--- config.mk ---
export PLATFORM = sky130hd
export DESIGN_NAME = dot_product_accumulator_flat
export DESIGN_NICKNAME = d
export VERILOG_FILES = /design/src/rtl/dot_product_accumulator_if.sv /design/src/rtl/dot_product_accumulator.sv /design/src/flat_wrapper.sv
export SDC_FILE = /design/constraint.sdc
export NUM_CORES = 1
export LEC_CHECK = 0
export ABC_AREA = 1
export BUFFER_PORTS_ARGS = -buffer_cell sky130_fd_sc_hd__buf_2
export CAP_MARGIN = 0
export CORE_UTILIZATION = 35
export DETAILED_ROUTE_END_ITERATION = 16
export PLACE_DENSITY = 0.59
export REMOVE_ABC_BUFFERS = 1
export SLEW_MARGIN = 20
export SYNTH_ARGS = -nofsm -noshare
export SYNTH_HDL_FRONTEND = slang
export SYNTH_SLANG_ARGS = --single-unit
export TNS_END_PERCENT = 20
--- constraint.sdc ---
create_clock -name clk -period 2.4 [get_ports clk]
set_clock_uncertainty 0.05 [all_clocks]
set_input_delay 0.48 -clock clk [delete_from_list [all_inputs] [get_ports clk]]
set_output_delay 0.48 -clock clk [all_outputs]
set_load 0.05 [all_outputs]
--- src/rtl/dot_product_accumulator_if.sv ---
// Handshake bundle for the dot-product accumulator: a product-beat stream in
// and a result stream out, each with its own valid/ready pair.
interface dot_product_accumulator_if #(
  parameter int ACC_W = 12
);
  logic             in_valid;
  logic             in_ready;
  logic [7:0]       in_product;
  logic             in_last;
  logic             out_valid;
  logic             out_ready;
  logic [ACC_W-1:0] out_sum;
  logic [4:0]       out_count;
  logic             out_overflow;

  modport slave (
    input  in_valid, in_product, in_last, out_ready,
    output in_ready, out_valid, out_sum, out_count, out_overflow
  );

  modport master (
    output in_valid, in_product, in_last, out_ready,
    input  in_ready, out_valid, out_sum, out_count, out_overflow
  );
endinterface

--- src/rtl/dot_product_accumulator.sv ---
// Sums up to N_TERMS unsigned 8-bit product beats into an ACC_W-bit result
// with a sticky carry flag, then holds the result until downstream takes it.
module dot_product_accumulator #(
  parameter int N_TERMS = 4,
  parameter int ACC_W   = 12
) (
  input  logic                         clk,
  input  logic                         rst,
  dot_product_accumulator_if.slave     bus
);

  typedef enum logic [1:0] {
    IDLE  = 2'd0,
    ACCUM = 2'd1,
    HOLD  = 2'd2
  } state_t;

  state_t           r_state;
  state_t           w_state_nxt;
  logic [ACC_W-1:0] r_acc;
  logic [4:0]       r_count;
  logic             r_ovf;
  logic [ACC_W-1:0] r_out_sum;
  logic [4:0]       r_out_count;
  logic             r_out_ovf;
  logic             r_in_ready;
  logic             r_out_valid;

  logic             w_accept;
  logic             w_term;
  logic [ACC_W:0]   w_sum;
  logic [4:0]       w_count_nxt;
  logic             w_ovf_nxt;

  // The first beat of a dot product restarts the sum rather than adding to stale state.
  always_comb begin
    w_accept = bus.in_valid && r_in_ready;
    if (r_state == IDLE) begin
      w_sum       = {{(ACC_W + 1 - 8){1'b0}}, bus.in_product};
      w_count_nxt = 5'd1;
      w_ovf_nxt   = 1'b0;
    end else begin
      w_sum       = {1'b0, r_acc} + {{(ACC_W + 1 - 8){1'b0}}, bus.in_product};
      w_count_nxt = r_count + 5'd1;
      w_ovf_nxt   = r_ovf | w_sum[ACC_W];
    end
    w_term = bus.in_last || (w_count_nxt == 5'(N_TERMS));
  end

  always_comb begin
    w_state_nxt = r_state;
    case (r_state)
      IDLE, ACCUM: begin
        if (w_accept) begin
          w_state_nxt = w_term ? HOLD : ACCUM;
        end else begin
          w_state_nxt = r_state;
        end
      end
      HOLD: begin
        if (bus.out_ready) begin
          w_state_nxt = IDLE;
        end else begin
          w_state_nxt = HOLD;
        end
      end
      default: w_state_nxt = IDLE;
    endcase
  end

  always_ff @(posedge clk or posedge rst) begin
    if (rst) begin
      r_state <= IDLE;
    end else begin
      r_state <= w_state_nxt;
    end
  end

  // Handshake flags are registered from the next state so they track the FSM exactly.
  always_ff @(posedge clk or posedge rst) begin
    if (rst) begin
      r_in_ready  <= 1'b1;
      r_out_valid <= 1'b0;
    end else begin
      r_in_ready  <= (w_state_nxt != HOLD);
      r_out_valid <= (w_state_nxt == HOLD);
    end
  end

  always_ff @(posedge clk or posedge rst) begin
    if (rst) begin
      r_acc       <= {ACC_W{1'b0}};
      r_count     <= 5'd0;
      r_ovf       <= 1'b0;
      r_out_sum   <= {ACC_W{1'b0}};
      r_out_count <= 5'd0;
      r_out_ovf   <= 1'b0;
    end else if (w_accept) begin
      r_acc   <= w_sum[ACC_W-1:0];
      r_count <= w_count_nxt;
      r_ovf   <= w_ovf_nxt;
      if (w_term) begin
        r_out_sum   <= w_sum[ACC_W-1:0];
        r_out_count <= w_count_nxt;
        r_out_ovf   <= w_ovf_nxt;
      end
    end
  end

  assign bus.in_ready     = r_in_ready;
  assign bus.out_valid    = r_out_valid;
  assign bus.out_sum      = r_out_sum;
  assign bus.out_count    = r_out_count;
  assign bus.out_overflow = r_out_ovf;

endmodule

--- src/flat_wrapper.sv ---
// flat-port wrapper written by rule: the top's interface ports become plain ports
module dot_product_accumulator_flat 
#(
  parameter int N_TERMS = 4,
  parameter int ACC_W   = 12
)
  (clk, rst, bus_in_valid, bus_in_product, bus_in_last, bus_out_ready, bus_in_ready, bus_out_valid, bus_out_sum, bus_out_count, bus_out_overflow);
  dot_product_accumulator_if #(.ACC_W(ACC_W)) bus_i ();
  input  logic clk;
  input  logic rst;
  input wire logic [$bits(bus_i.in_valid)-1:0] bus_in_valid;
  input wire logic [$bits(bus_i.in_product)-1:0] bus_in_product;
  input wire logic [$bits(bus_i.in_last)-1:0] bus_in_last;
  input wire logic [$bits(bus_i.out_ready)-1:0] bus_out_ready;
  output wire logic [$bits(bus_i.in_ready)-1:0] bus_in_ready;
  output wire logic [$bits(bus_i.out_valid)-1:0] bus_out_valid;
  output wire logic [$bits(bus_i.out_sum)-1:0] bus_out_sum;
  output wire logic [$bits(bus_i.out_count)-1:0] bus_out_count;
  output wire logic [$bits(bus_i.out_overflow)-1:0] bus_out_overflow;
  assign bus_i.in_valid = bus_in_valid;
  assign bus_i.in_product = bus_in_product;
  assign bus_i.in_last = bus_in_last;
  assign bus_i.out_ready = bus_out_ready;
  assign bus_in_ready = bus_i.in_ready;
  assign bus_out_valid = bus_i.out_valid;
  assign bus_out_sum = bus_i.out_sum;
  assign bus_out_count = bus_i.out_count;
  assign bus_out_overflow = bus_i.out_overflow;
  dot_product_accumulator #(.N_TERMS(N_TERMS), .ACC_W(ACC_W)) u_core (.clk(clk), .rst(rst), .bus(bus_i));
endmodule
==> After elaboration in Yosys (flattened, before gate mapping) <==
Cells that the tools add are included.
{ "totals": {"elab_cells": 29, "ff_bits": 40, "out_inout_bits": 20, "inputBits": 13} }
{ "classes": {"addsub": 2, "n_mux": 7, "eq_ne": 5, "reduce_logical": 5, "bitwise": 1} }
{ "ops": {"columns": ["op", "count"], "rows": [
  ["$add 12x8->13", 1],
  ["$mux 12", 1],
  ["$mux 2", 3],
  ["$add 5x1->5 const B", 1],
  ["$eq 5x3->1 const B", 1],
  ["$mux 5", 1],
  ["$eq 2x2->1 const B", 2],
  ["$pmux 2 s2", 1],
  ["$eq 2x1->1 const B", 1],
  ["$logic_not 2->1", 1],
  ["$ne 2x2->1 const B", 1],
  ["$reduce_and 2->1", 1],
  ["$reduce_or 2->1", 1],
  ["$logic_and 1x1->1", 1],
  ["$logic_or 1x1->1", 1],
  ["$mux 1", 1],
  ["$or 1x1->1", 1]
]} }

==> Longest topological paths before layout <==
{ "depth": {"word_depth": 8, "mapped_depth": 13, "ltp_nobuf": 12} }

==> Least setup slack after synthesis <==
Ideal clock, no wire load.
{ "synth_timing": {"kind": "input -> register", "from": "input bus_in_product[0]", "to": "register u_core.r_acc[4]", "arrival_time_ns": 1.730, "setup_ns": 0.083, "path_slack_ns": 0.537, "required_ns": 2.267, "n_path_buf": 0, "cell_stages": 9, "path_cell_list": "ha_1 fa_1 nand3_1 nand3_1 nand2_1 nand2_1 o21ai_0 inv_1 o21ai_0"} }
{ "synth_between": {"elab_chain_len": 2} }
{ "synth_rtl": {"columns": ["element", "line_no", "source"], "rows": [
  ["start, declared", "flat_wrapper.sv:12", "input wire logic [$bits(bus_i.in_product)-1:0] bus_in_product;"],
  ["$add 12x8->13", "dot_product_accumulator.sv:43", "w_sum = {1'b0, r_acc} + {{(ACC_W + 1 - 8){1'b0}}, bus.in_product};"],
  ["$mux 12", "dot_product_accumulator.sv:38", "if (r_state == IDLE) begin"],
  ["end signal, assigned", "dot_product_accumulator.sv:92", "r_acc <= {ACC_W{1'b0}};"],
  ["end signal, assigned", "dot_product_accumulator.sv:99", "r_acc <= w_sum[ACC_W-1:0];"],
  ["end, declared", "dot_product_accumulator.sv:20", "logic [ACC_W-1:0] r_acc;"]
]} }
No other way between the ends.
A chain may end at the register's enable or synchronous reset.

==> Final worst setup path <==
{ "layout_timing": {"from": "register u_core.r_acc[0]", "to": "register u_core.r_acc[4]"} }
{ "layout_between": {"elab_chain_len": 2} }
{ "layout_rtl": {"columns": ["element", "line_no"], "rows": [
  ["$add 12x8->13", "dot_product_accumulator.sv:43"],
  ["$mux 12", "dot_product_accumulator.sv:38"]
]} }
No other way between the ends.

==> flow_summary.ini <==
[status]
outcome = complete, no violations

[min_path]
hold_path.class = input pin to async pin

[timing]
report.final.setup_viol = 0
report.final.slew_viol_count = 0
worstMarginPinSlew_ns = 0.514
hold_violations = 0
period_minus_slack_ns = 1.98
min_period_over_period = 0.825
hold_ws_ns = 0.228
tns_ns = 0
slew_headroom = 0.657
max_freq_mhz = 505
rsz0062_at_grt = no

[die]
die_w_microns = 83.6
die_area_sq_mm = 0.00698
core_sq_mm = 0.00639
io_pins = 33
start_util = 0.365
rows = 29
fp.dieH_microns = 83.6

[worst_setup_path]
crit_type = register to register
crit_chain = ha_1 > fa_1 > nand3_1 > nand3_1 > nand2_1 > nand2_1 > o21ai_0 > inv_1 > o21ai_0
endpoint_kind = register
start_kind = register
max_stage_delay_ns = 0.44
crit_fanout = 4
cp.arrival_ns = 2.15
slowest_stage = fa_1
crit_required_ns = 2.57
startpoint = u_core.r_acc[0]
r2r-start = u_core.r_acc[0]

[routing]
drc = 0
finalWirelength_microns = 5310
ant_nets = 0
via_count = 2016
first_pass_iters = 4
avgRoutedWirePerCell_microns = 12.7
vias_per_cell = 4.80
initialDrtViolationCount = 106

[synth]
synth-xor-area-share = 0
syn_inst = 307
synth_flop_cell = dfrtp_1
synth_cell_types = 32
synth_compound_area_frac = 0.0935
synthMuxAreaShare = 0.00860
syn_avg_cell_area_sq_um = 7.58
synth-async-reset-ratio = 1.00
yosys.area_share.simple = 0.340
synth_edf_count = 0
yosys_warnings = 0
synth-adder-area-share = 0.0570
yosysSeqAreaShare = 0.430
ys_ff_latch = 40
synth_top_family_by_area = simple AND/OR/NAND/NOR gates
synth_area_sq_mm = 0.00233

[layout]
drive_gt1_frac = 0.184
area_delta_synth_final_pct = 15.2
num_antenna_cells = 0
final_nets = 365

[clock_tree]
cts-root-buf = clkbuf_8
cts_made_buffers = 5
cts_tree = yes
cts_buffer_depth = 2
clk_latency_ns = 0.30
cts_hold_buf = 0
numClockSinks = 40
cts_resized = 0
clk_pin_slew_worst_paths_ns = 0.09
cts_setup_buffers = 0
ctsHtreeMaxLevel = 2

[power_and_ir_drop]
p_total_mw = 3.57
powerDensity_mw_per_mm2 = 1330
p_leak_nw = 1.44
vdd_drop_max_mv = 0.564

[global_route]
grt_pass1_vias = 2008
grt_max_degree = 41
antenna_found_initial = 0
grt_overflow = 0
grt_pass1_wl_microns = 9340
track_usage = 0.167

[placed_design]
hpwl_microns = 3730
gp_congestion = 0.875
port_buffers = 32

[flow_run]
maxCapViolations = 0
[flip-flops by register name (all words and copies together), names as in the netlist]
signal,count
u_core.r_state,2
u_core.r_count,5
u_core.bus.in_ready,1
u_core.bus.out_count,5
u_core.bus.out_sum,12
u_core.bus.out_overflow,1
u_core.r_ovf,1
u_core.bus.out_valid,1
u_core.r_acc,12
[metrics by stage]
step | instance area (sq um) | instances | worst slack, ns | util
floorplan | 2280 | 300 | 0.315 | -
global placement | 2560 | 412 | 0.302 | 0.401
detailed placement | 2560 | 412 | 0.226 | 0.401
CTS | 2680 | 420 | 0.426 | 0.420
global route | 2680 | 420 | 0.252 | 0.420
finish | 2680 | 420 | 0.420 | 0.420
[layout by cell type, fill, tap and decap left out, types with 2 or more instances in the layout]
cell type	Yosys	final
nand3_2	2	2
nand3b_1	2	2
nand2_2	2	2
nand4_1	3	3
nand2_1	121	121
dfrtp_1	39	39
buf_2	1	32
inv_1	27	27
o21ai_2	6	6
a31oi_1	5	5
nand3_1	23	23
o21ai_0	13	13
o21ai_1	3	3
mux2i_1	2	2
a21oi_1	6	6
nor2_1	24	24
buf_4	0	3
inv_2	3	3
ha_1	9	9
clkbuf_8	0	6
[layout make-up]
class	count	area (sq um)
Clock buffer	6	82.6
Fill cell	676	3700
Timing Repair Buffer	35	183
Clock inverter	2	38.8
Sequential cell	40	1000
Inverter	31	116
Tap cell	77	96.3
Multi-Input combinational cell	229	1160
[synthesized netlist by cell type, types with 2 or more instances]
library cell | count | share of area
inv_2 | 3 | 0.0048
nand3_1 | 23 | 0.049
o21ai_1 | 3 | 0.0064
nand3_2 | 2 | 0.0086
clkbuf_1 | 3 | 0.0048
dfrtp_1 | 39 | 0.42
ha_1 | 9 | 0.048
nand4_1 | 3 | 0.0081
a21oi_1 | 6 | 0.013
inv_1 | 27 | 0.044
a31oi_1 | 5 | 0.013
mux2i_1 | 2 | 0.0086
nor2_1 | 24 | 0.039
nand2_2 | 2 | 0.0054
o21ai_0 | 13 | 0.028
nand2_1 | 121 | 0.20
nand3b_1 | 2 | 0.0064
o21ai_2 | 6 | 0.023
[critical path, delay by kind of cell (launching register included)]
family | cells | cell delay, ns
adder cells (fa/ha/maj) | 2 | 0.68
flip-flops | 1 | 0.39
AND/OR/NAND/NOR | 4 | 0.39
AO/OA/AOI/OAI | 2 | 0.29
buffers and inverters | 1 | 0.08
[cell families after synthesis]
kind of cell / count (synthesis)
adders and majority gates: 10
DFF: 40
buffers and inverters: 38
muxes: 2
AOI/OAI and AO/OA: 35
and+or+nand+nor: 182
[power breakdown]
part / internal, mW / switching [mW] / total [mW]
logic: 0.552 / 1.35 / 1.90
clock network: 0.340 / 0.255 / 0.596
registers: 0.912 / 0.162 / 1.07
[layer usage]
metal  wire, microns  global-route usage
met4              82              0.0555
met2            2460               0.282
met3             161              0.0307
met5               0                   0
met1            2610               0.214
[worst paths after layout]
path                                          to  slack [ns]  depth (start not counted)
min in group clk             u_core.bus.in_ready        0.41                          3
max                              u_core.r_acc[4]        0.42                          9
min reg2reg                u_core.bus.out_sum[7]        0.43                          2
max reg2reg                      u_core.r_acc[4]        0.42                          9
min                              u_core.r_acc[3]        0.23                          3
max in group asynchronous    u_core.bus.in_ready        1.70                          3
Note: power is estimated with default switching activity, not from simulation.
